`src/rtl/pipeline_hazard_controller.sv`:
```
// Pipeline hazard controller.
// Carries the decode control bundle through the EX, MEM and WB stage
// registers. From those registers it derives load-use stalls,
// redirect flushes, EX operand forwarding selects, and the qualified
// MEM/WB enables. It also keeps saturating stall and flush counters.
module pipeline_hazard_controller #(
  parameter int REG_ADDR_WIDTH = 5,
  parameter int COUNT_WIDTH    = 16
) (
  input  logic                      clk,
  input  logic                      rstN,
  input  logic                      idRegisterWriteEnable,
  input  logic                      idMemoryReadEnable,
  input  logic                      idMemoryWriteEnable,
  input  logic                      idWriteBackFromMemory,
  input  logic                      idUseRs1,
  input  logic                      idUseRs2,
  input  logic [REG_ADDR_WIDTH-1:0] idRs1,
  input  logic [REG_ADDR_WIDTH-1:0] idRs2,
  input  logic [REG_ADDR_WIDTH-1:0] idRd,
  input  logic                      exRedirect,
  output logic                      pcWriteEnable,
  output logic                      ifIdWriteEnable,
  output logic                      ifIdFlush,
  output logic [1:0]                forwardA,
  output logic [1:0]                forwardB,
  output logic                      memReadEnable,
  output logic                      memWriteEnable,
  output logic                      wbRegisterWriteEnable,
  output logic [REG_ADDR_WIDTH-1:0] wbRd,
  output logic                      wbFromMemory,
  output logic [COUNT_WIDTH-1:0]    stallCount,
  output logic [COUNT_WIDTH-1:0]    flushCount
);

  localparam logic [1:0] FWD_REGFILE = 2'b00;
  localparam logic [1:0] FWD_WB      = 2'b01;
  localparam logic [1:0] FWD_MEM     = 2'b10;

  localparam logic [COUNT_WIDTH-1:0] COUNT_ONE = {{(COUNT_WIDTH-1){1'b0}}, 1'b1};

  // Saturating increment: an all-ones counter holds rather than wrapping.
  function automatic logic [COUNT_WIDTH-1:0] sat_inc(input logic [COUNT_WIDTH-1:0] value);
    if (&value) begin
      return value;
    end
    return value + COUNT_ONE;
  endfunction

  // True when a producing stage writes the register an EX operand reads.
  // Writes to x0 never forward.
  function automatic logic fwd_hit(
    input logic                      stage_valid,
    input logic                      stage_reg_write,
    input logic [REG_ADDR_WIDTH-1:0] stage_rd,
    input logic [REG_ADDR_WIDTH-1:0] src_reg,
    input logic                      src_used
  );
    return stage_valid & stage_reg_write & (stage_rd != '0) &
           (stage_rd == src_reg) & src_used;
  endfunction

  // The MEM result is younger than the WB result, so it wins when both match.
  function automatic logic [1:0] fwd_select(input logic mem_hit, input logic wb_hit);
    if (mem_hit) begin
      return FWD_MEM;
    end
    if (wb_hit) begin
      return FWD_WB;
    end
    return FWD_REGFILE;
  endfunction

  // EX stage register
  logic                      ex_valid_q, ex_valid_d;
  logic [REG_ADDR_WIDTH-1:0] ex_rd_q, ex_rd_d;
  logic [REG_ADDR_WIDTH-1:0] ex_rs1_q, ex_rs1_d;
  logic [REG_ADDR_WIDTH-1:0] ex_rs2_q, ex_rs2_d;
  logic                      ex_use_rs1_q, ex_use_rs1_d;
  logic                      ex_use_rs2_q, ex_use_rs2_d;
  logic                      ex_reg_write_q, ex_reg_write_d;
  logic                      ex_mem_read_q, ex_mem_read_d;
  logic                      ex_mem_write_q, ex_mem_write_d;
  logic                      ex_wb_from_mem_q, ex_wb_from_mem_d;

  // MEM stage register
  logic                      mem_valid_q, mem_valid_d;
  logic [REG_ADDR_WIDTH-1:0] mem_rd_q, mem_rd_d;
  logic                      mem_reg_write_q, mem_reg_write_d;
  logic                      mem_mem_read_q, mem_mem_read_d;
  logic                      mem_mem_write_q, mem_mem_write_d;
  logic                      mem_wb_from_mem_q, mem_wb_from_mem_d;

  // WB stage register
  logic                      wb_valid_q, wb_valid_d;
  logic [REG_ADDR_WIDTH-1:0] wb_rd_q, wb_rd_d;
  logic                      wb_reg_write_q, wb_reg_write_d;
  logic                      wb_mem_read_q, wb_mem_read_d;
  logic                      wb_mem_write_q, wb_mem_write_d;
  logic                      wb_wb_from_mem_q, wb_wb_from_mem_d;

  // Performance counters
  logic [COUNT_WIDTH-1:0]    stall_count_q, stall_count_d;
  logic [COUNT_WIDTH-1:0]    flush_count_q, flush_count_d;

  logic                      load_use;
  logic                      stall;
  logic                      rs1_mem_hit, rs1_wb_hit;
  logic                      rs2_mem_hit, rs2_wb_hit;

  // Hazard detection: a load in EX whose rd is read by the decode
  // instruction needs one bubble. A redirect kills the decode
  // instruction, so it cancels the stall.
  always_comb begin
    load_use = ex_valid_q & ex_mem_read_q & (ex_rd_q != '0) &
               ((idUseRs1 & (idRs1 == ex_rd_q)) |
                (idUseRs2 & (idRs2 == ex_rd_q)));
    stall    = load_use & ~exRedirect;
  end

  // Front-end control. The flush is masked while in reset so that the
  // outputs show an idle pipeline.
  always_comb begin
    pcWriteEnable   = ~stall;
    ifIdWriteEnable = ~stall;
    ifIdFlush       = exRedirect & rstN;
  end

  // Operand forwarding for the instruction currently in EX
  always_comb begin
    rs1_mem_hit = fwd_hit(mem_valid_q, mem_reg_write_q, mem_rd_q, ex_rs1_q, ex_use_rs1_q);
    rs1_wb_hit  = fwd_hit(wb_valid_q,  wb_reg_write_q,  wb_rd_q,  ex_rs1_q, ex_use_rs1_q);
    rs2_mem_hit = fwd_hit(mem_valid_q, mem_reg_write_q, mem_rd_q, ex_rs2_q, ex_use_rs2_q);
    rs2_wb_hit  = fwd_hit(wb_valid_q,  wb_reg_write_q,  wb_rd_q,  ex_rs2_q, ex_use_rs2_q);
    forwardA    = fwd_select(rs1_mem_hit, rs1_wb_hit);
    forwardB    = fwd_select(rs2_mem_hit, rs2_wb_hit);
  end

  // Qualified MEM and WB stage outputs
  always_comb begin
    memReadEnable         = mem_valid_q & mem_mem_read_q;
    memWriteEnable        = mem_valid_q & mem_mem_write_q;
    wbRegisterWriteEnable = wb_valid_q & wb_reg_write_q & (wb_rd_q != '0);
    wbRd                  = wb_rd_q;
    wbFromMemory          = wb_wb_from_mem_q;
    stallCount            = stall_count_q;
    flushCount            = flush_count_q;
  end

  // EX next state: a bubble on a redirect or a stall, otherwise the
  // decoded instruction.
  always_comb begin
    ex_valid_d       = 1'b0;
    ex_rd_d          = '0;
    ex_rs1_d         = '0;
    ex_rs2_d         = '0;
    ex_use_rs1_d     = 1'b0;
    ex_use_rs2_d     = 1'b0;
    ex_reg_write_d   = 1'b0;
    ex_mem_read_d    = 1'b0;
    ex_mem_write_d   = 1'b0;
    ex_wb_from_mem_d = 1'b0;
    if (!exRedirect && !load_use) begin
      ex_valid_d       = 1'b1;
      ex_rd_d          = idRd;
      ex_rs1_d         = idRs1;
      ex_rs2_d         = idRs2;
      ex_use_rs1_d     = idUseRs1;
      ex_use_rs2_d     = idUseRs2;
      ex_reg_write_d   = idRegisterWriteEnable;
      ex_mem_read_d    = idMemoryReadEnable;
      ex_mem_write_d   = idMemoryWriteEnable;
      ex_wb_from_mem_d = idWriteBackFromMemory;
    end
  end

  // MEM and WB next state: they advance every cycle with no back-pressure
  always_comb begin
    mem_valid_d       = ex_valid_q;
    mem_rd_d          = ex_rd_q;
    mem_reg_write_d   = ex_reg_write_q;
    mem_mem_read_d    = ex_mem_read_q;
    mem_mem_write_d   = ex_mem_write_q;
    mem_wb_from_mem_d = ex_wb_from_mem_q;
    wb_valid_d        = mem_valid_q;
    wb_rd_d           = mem_rd_q;
    wb_reg_write_d    = mem_reg_write_q;
    wb_mem_read_d     = mem_mem_read_q;
    wb_mem_write_d    = mem_mem_write_q;
    wb_wb_from_mem_d  = mem_wb_from_mem_q;
  end

  // Counter next state: a redirect counts as a flush; a stall is counted
  // only when it was not overridden by the redirect.
  always_comb begin
    stall_count_d = stall_count_q;
    flush_count_d = flush_count_q;
    if (exRedirect) begin
      flush_count_d = sat_inc(flush_count_q);
    end else if (load_use) begin
      stall_count_d = sat_inc(stall_count_q);
    end
  end

  // Stage registers and counters, cleared by the asynchronous reset
  always_ff @(posedge clk or negedge rstN) begin
    if (!rstN) begin
      ex_valid_q        <= 1'b0;
      ex_rd_q           <= '0;
      ex_rs1_q          <= '0;
      ex_rs2_q          <= '0;
      ex_use_rs1_q      <= 1'b0;
      ex_use_rs2_q      <= 1'b0;
      ex_reg_write_q    <= 1'b0;
      ex_mem_read_q     <= 1'b0;
      ex_mem_write_q    <= 1'b0;
      ex_wb_from_mem_q  <= 1'b0;
      mem_valid_q       <= 1'b0;
      mem_rd_q          <= '0;
      mem_reg_write_q   <= 1'b0;
      mem_mem_read_q    <= 1'b0;
      mem_mem_write_q   <= 1'b0;
      mem_wb_from_mem_q <= 1'b0;
      wb_valid_q        <= 1'b0;
      wb_rd_q           <= '0;
      wb_reg_write_q    <= 1'b0;
      wb_mem_read_q     <= 1'b0;
      wb_mem_write_q    <= 1'b0;
      wb_wb_from_mem_q  <= 1'b0;
      stall_count_q     <= '0;
      flush_count_q     <= '0;
    end else begin
      ex_valid_q        <= ex_valid_d;
      ex_rd_q           <= ex_rd_d;
      ex_rs1_q          <= ex_rs1_d;
      ex_rs2_q          <= ex_rs2_d;
      ex_use_rs1_q      <= ex_use_rs1_d;
      ex_use_rs2_q      <= ex_use_rs2_d;
      ex_reg_write_q    <= ex_reg_write_d;
      ex_mem_read_q     <= ex_mem_read_d;
      ex_mem_write_q    <= ex_mem_write_d;
      ex_wb_from_mem_q  <= ex_wb_from_mem_d;
      mem_valid_q       <= mem_valid_d;
      mem_rd_q          <= mem_rd_d;
      mem_reg_write_q   <= mem_reg_write_d;
      mem_mem_read_q    <= mem_mem_read_d;
      mem_mem_write_q   <= mem_mem_write_d;
      mem_wb_from_mem_q <= mem_wb_from_mem_d;
      wb_valid_q        <= wb_valid_d;
      wb_rd_q           <= wb_rd_d;
      wb_reg_write_q    <= wb_reg_write_d;
      wb_mem_read_q     <= wb_mem_read_d;
      wb_mem_write_q    <= wb_mem_write_d;
      wb_wb_from_mem_q  <= wb_wb_from_mem_d;
      stall_count_q     <= stall_count_d;
      flush_count_q     <= flush_count_d;
    end
  end

endmodule

```
`config.mk`:
```
export PLATFORM = sky130hd
export DESIGN_NAME = pipeline_hazard_controller
export DESIGN_NICKNAME = d
export VERILOG_FILES = /design/src/rtl/pipeline_hazard_controller.sv
export SDC_FILE = /design/constraint.sdc
export NUM_CORES = 1
export LEC_CHECK = 0
export BUFFER_PORTS_ARGS = -buffer_cell sky130_fd_sc_hd__buf_2
export CAP_MARGIN = 20
export CORE_ASPECT_RATIO = 0.75
export CORE_MARGIN = 5
export CORE_UTILIZATION = 42
export CTS_BUF_LIST = sky130_fd_sc_hd__clkbuf_4 sky130_fd_sc_hd__clkbuf_8 sky130_fd_sc_hd__clkbuf_16
export DETAILED_ROUTE_END_ITERATION = 8
export MAX_ROUTING_LAYER = met4
export PLACE_DENSITY = 0.74
export SYNTH_ARGS = -nofsm -noshare
export SYNTH_HDL_FRONTEND = slang
export SYNTH_SLANG_ARGS = --single-unit
```
`constraint.sdc`:
```
create_clock -name clk -period 2.7 [get_ports clk]
set_clock_uncertainty 0.05 [all_clocks]
set_input_delay 0.405 -clock clk [delete_from_list [all_inputs] [get_ports clk]]
set_output_delay 0.405 -clock clk [all_outputs]
set_load 0.01 [all_outputs]
```
==> reports/results.txt <==
Net Sw Frac -> 23.7%
Synth area leaders -> dfrtp_1, xnor2_1, xor2_1
chip width -> 111 µm
CTS tree -> done
layout cell share with drive strength beyond 1 -> 30.1%
Fmax -> 404 MHz
P_sw -> 0.000628 W
CP Data Arrival Time -> 2.02 ns
DRC viols -> 0
RSZ-0062 raised after global routing -> no
r2r worst-path depth -> 7
clk slew on worst S/H paths -> 0.07 ns
GRT Overall Usage -> 15.7%
Num CTS Buffers -> 9
routability cong. -> 0.841
Hold Buf Count CTS -> 0
Synth Flop Type -> dfrtp_1
Syn-to-layout area delta -> 23.2%
vias in the first global route -> 2,343
Sum Neg Setup Slack -> 0 ns
Logic pwr share -> 11.4%
FF+latch count, synth -> 72
fraction of power consumed by sequential logic -> 47.4%
MaxCap Viol Count -> 0
Crit Path Category -> flop to output pin
fillers -> 663
sequential area share after synthesis -> 56.0%
DR iter-0 viols -> 85
fin area -> 0.00396 mm²
status -> complete, no violations
post-detail-place hpwl -> 5250 µm
largest net degree at the start of global routing -> 73
CP max FO -> 4
IO buf count -> 71
Clock power frac -> 41.1%
wire length per cell -> 15.2 µm
crit end category -> output pin
diode count -> 0
clk sinks -> 72
R2R Path Start -> ex_rd_q[4]
post-CTS setup buffers -> 0
Ports -> 72
Placed Cells -> 437
Initial Utilization -> 43.5%
Longest Clk Path Bufs -> 2
final net count -> 374
Pint -> 0.00202 W
number of nets with antenna violations after routing -> 0
FFs w/ async S/R, synth -> 100%
routed via count -> 2,252
Worst Tran Pin Value -> 0.874 ns
Non-Filler Instances -> 453
yosys warns -> 0
reg2reg end -> stallCount[5]
CTS resizes -> 0
cell taking the most area after synthesis -> dfrtp_1
Mapped Nets -> 293
grt ovf -> 0
worst reg-to-reg setup slack -> 0.43 ns
die area -> 0.00953 mm²
Endpoint, Worst Hold -> ex_rd_q[2]
CTS H-tree lvls -> 3
area share of the largest cell type after synthesis -> 56.0%
initial antenna violation count -> 0
Startpoint Class -> flop
core area -> 0.00740 mm²
root buf cell -> clkbuf_8
Skew-Pair Late Insertion Delay -> 0.33 ns
Total Wirelength -> 6890 µm
Critical Path RT -> 2.25 ns
Slew Limit Fails -> 0
mapped cell area -> 0.00322 mm²
Cell Rows -> 27
Lkg Pwr -> 1.91 nW
number of synthesized flops with an enable pin -> 0
Hold Path Stages -> 2
cell count after synthesis -> 267
first-pass GRT wire length -> 11,500 µm
Worst Hold Launch -> idRd[2]
Hold WC Path Type -> primary input to flop
first-pass detailed-route iteration total -> 4
post-route clock period utilization -> 91.7%
Placed Instance Area -> 0.00369 mm²
worst vdd ir -> 0.000469 V
Avg Cell Area, Syn -> 12.0 µm²
P per Cell Area -> 668 mW/mm²
Period minus WS final -> 2.47 ns
Final Util -> 53.6%
Chip Height -> 85.8 µm
Hold Fails Final Rpt -> 0
slew margin rel. -> 41.7%
Final setup violation count -> 0
post-DR vias/cell -> 4.97
synth unique cells -> 38
## state kept, by name (all words and copies together), names as in the netlist, 5 cells and up
name / cells
flushCount: 16
stallCount: 16
ex_rd_q: 5
ex_rs1_q: 5
ex_rs2_q: 5
mem_rd_q: 5
wbRd: 5
## stage by stage
stage               total power (W)  hold WS [ns]  setup WS, ns
floorplan                   0.00143        0.0594         0.395
global placement            0.00157         0.283         0.433
detailed placement          0.00159         0.289         0.388
CTS                         0.00268         0.214         0.101
global route                0.00278         0.221        0.0995
finish                      0.00265         0.230         0.225
## worst max path at each step
stage	end	cells past startpoint	start	slack, ns
floorplan	pcWriteEnable	6	ex_rd_q[4]	0.40
global placement	stallCount[5]	7	idRs2[4]	0.43
detailed placement	stallCount[5]	7	idRs2[4]	0.39
CTS	pcWriteEnable	5	ex_rd_q[4]	0.10
global route	pcWriteEnable	5	ex_rd_q[4]	0.1
finish	pcWriteEnable	4	ex_rd_q[1]	0.23
## synthesized netlist by cell type, types with 4 or more instances
cell     number
dfrtp_1      72
or4_1         4
nand2_1      14
nor4_2        5
and2_1       25
xor2_1       28
xnor2_1      29
nand4_1      17
nor3_1       13
nand3_1      11
nor2_1        5
## metal layers
| layer | wire length (µm) | share of wire [%] | GRT usage (%) | up-vias |
|---|---|---|---|---|
| li1 | - | - | - | 1093 |
| met1 | 3370 | 49 | 20.6 | 1093 |
| met2 | 3090 | 45 | 23.4 | 54 |
| met3 | 329 | 4.8 | 4.58 | 12 |
| met4 | 101 | 1.5 | 5.52 | 0 |
| met5 | 0 | 0 | - | - |
## layout make-up
| type | instances | area [µm²] | share of cell area (%) |
|---|---|---|---|
| flip-flops and latches | 72 | 1800 | 45.5 |
| clock buffers | 10 | 131 | 3.32 |
| clock inverters | 5 | 129 | 3.25 |
| well taps | 101 | 126 | 3.19 |
| multi-input cells | 186 | 1370 | 34.5 |
| inverters | 2 | 7.51 | 0.189 |
| repair buffers | 77 | 400 | 10.1 |
## power groups by stage
stage               sequential, W  clock [W]  combinational [W]
floorplan                 0.00129          0           0.000148
global placement          0.00127          0           0.000298
detailed placement        0.00128          0           0.000309
CTS                       0.00126    0.00112           0.000310
global route              0.00127    0.00117           0.000338
finish                    0.00126    0.00109           0.000303
## worst max-delay path: stages (launching register included)
cell and delay, ns:
dfrtp_1 0.44, or4_1 0.58, o211ai_1 0.35, or3_1 0.19, buf_2 0.14
## logic make-up after synthesis
family	count (synthesis)	share of synthesized area, %
buffers and inverters	9	1.52
and+or+nand+nor	114	21.8
xor gates and xnor gates	57	15.5
muxes	4	1.40
adders and majority gates	2	0.778
AOI/OAI and AO/OA	9	2.96
DFF	72	56.0
## cell usage in the layout (no fill, tap or decap), types with 2 or more instances in the layout
| master | synthesis | final |
|---|---|---|
| nand4_1 | 17 | 17 |
| nor3_1 | 13 | 13 |
| nor4_2 | 5 | 5 |
| nor2_1 | 5 | 5 |
| or2_2 | 2 | 2 |
| ha_1 | 2 | 2 |
| dfrtp_1 | 72 | 72 |
| nand3_1 | 11 | 11 |
| and2_1 | 25 | 25 |
| and4_1 | 3 | 3 |
| o211ai_1 | 3 | 3 |
| xor2_1 | 28 | 28 |
| or3_1 | 2 | 2 |
| clkbuf_8 | 0 | 9 |
| or4_1 | 4 | 4 |
| inv_1 | 2 | 2 |
| buf_4 | 3 | 6 |
| nor3b_1 | 2 | 2 |
| nor4b_1 | 2 | 2 |
| mux2_2 | 3 | 3 |
| nand2_1 | 14 | 14 |
| nor4_1 | 3 | 3 |
| buf_2 | 2 | 71 |
| xnor2_1 | 29 | 29 |
| bufinv_16 | 0 | 4 |
Note: power is estimated with default switching activity, not from simulation.
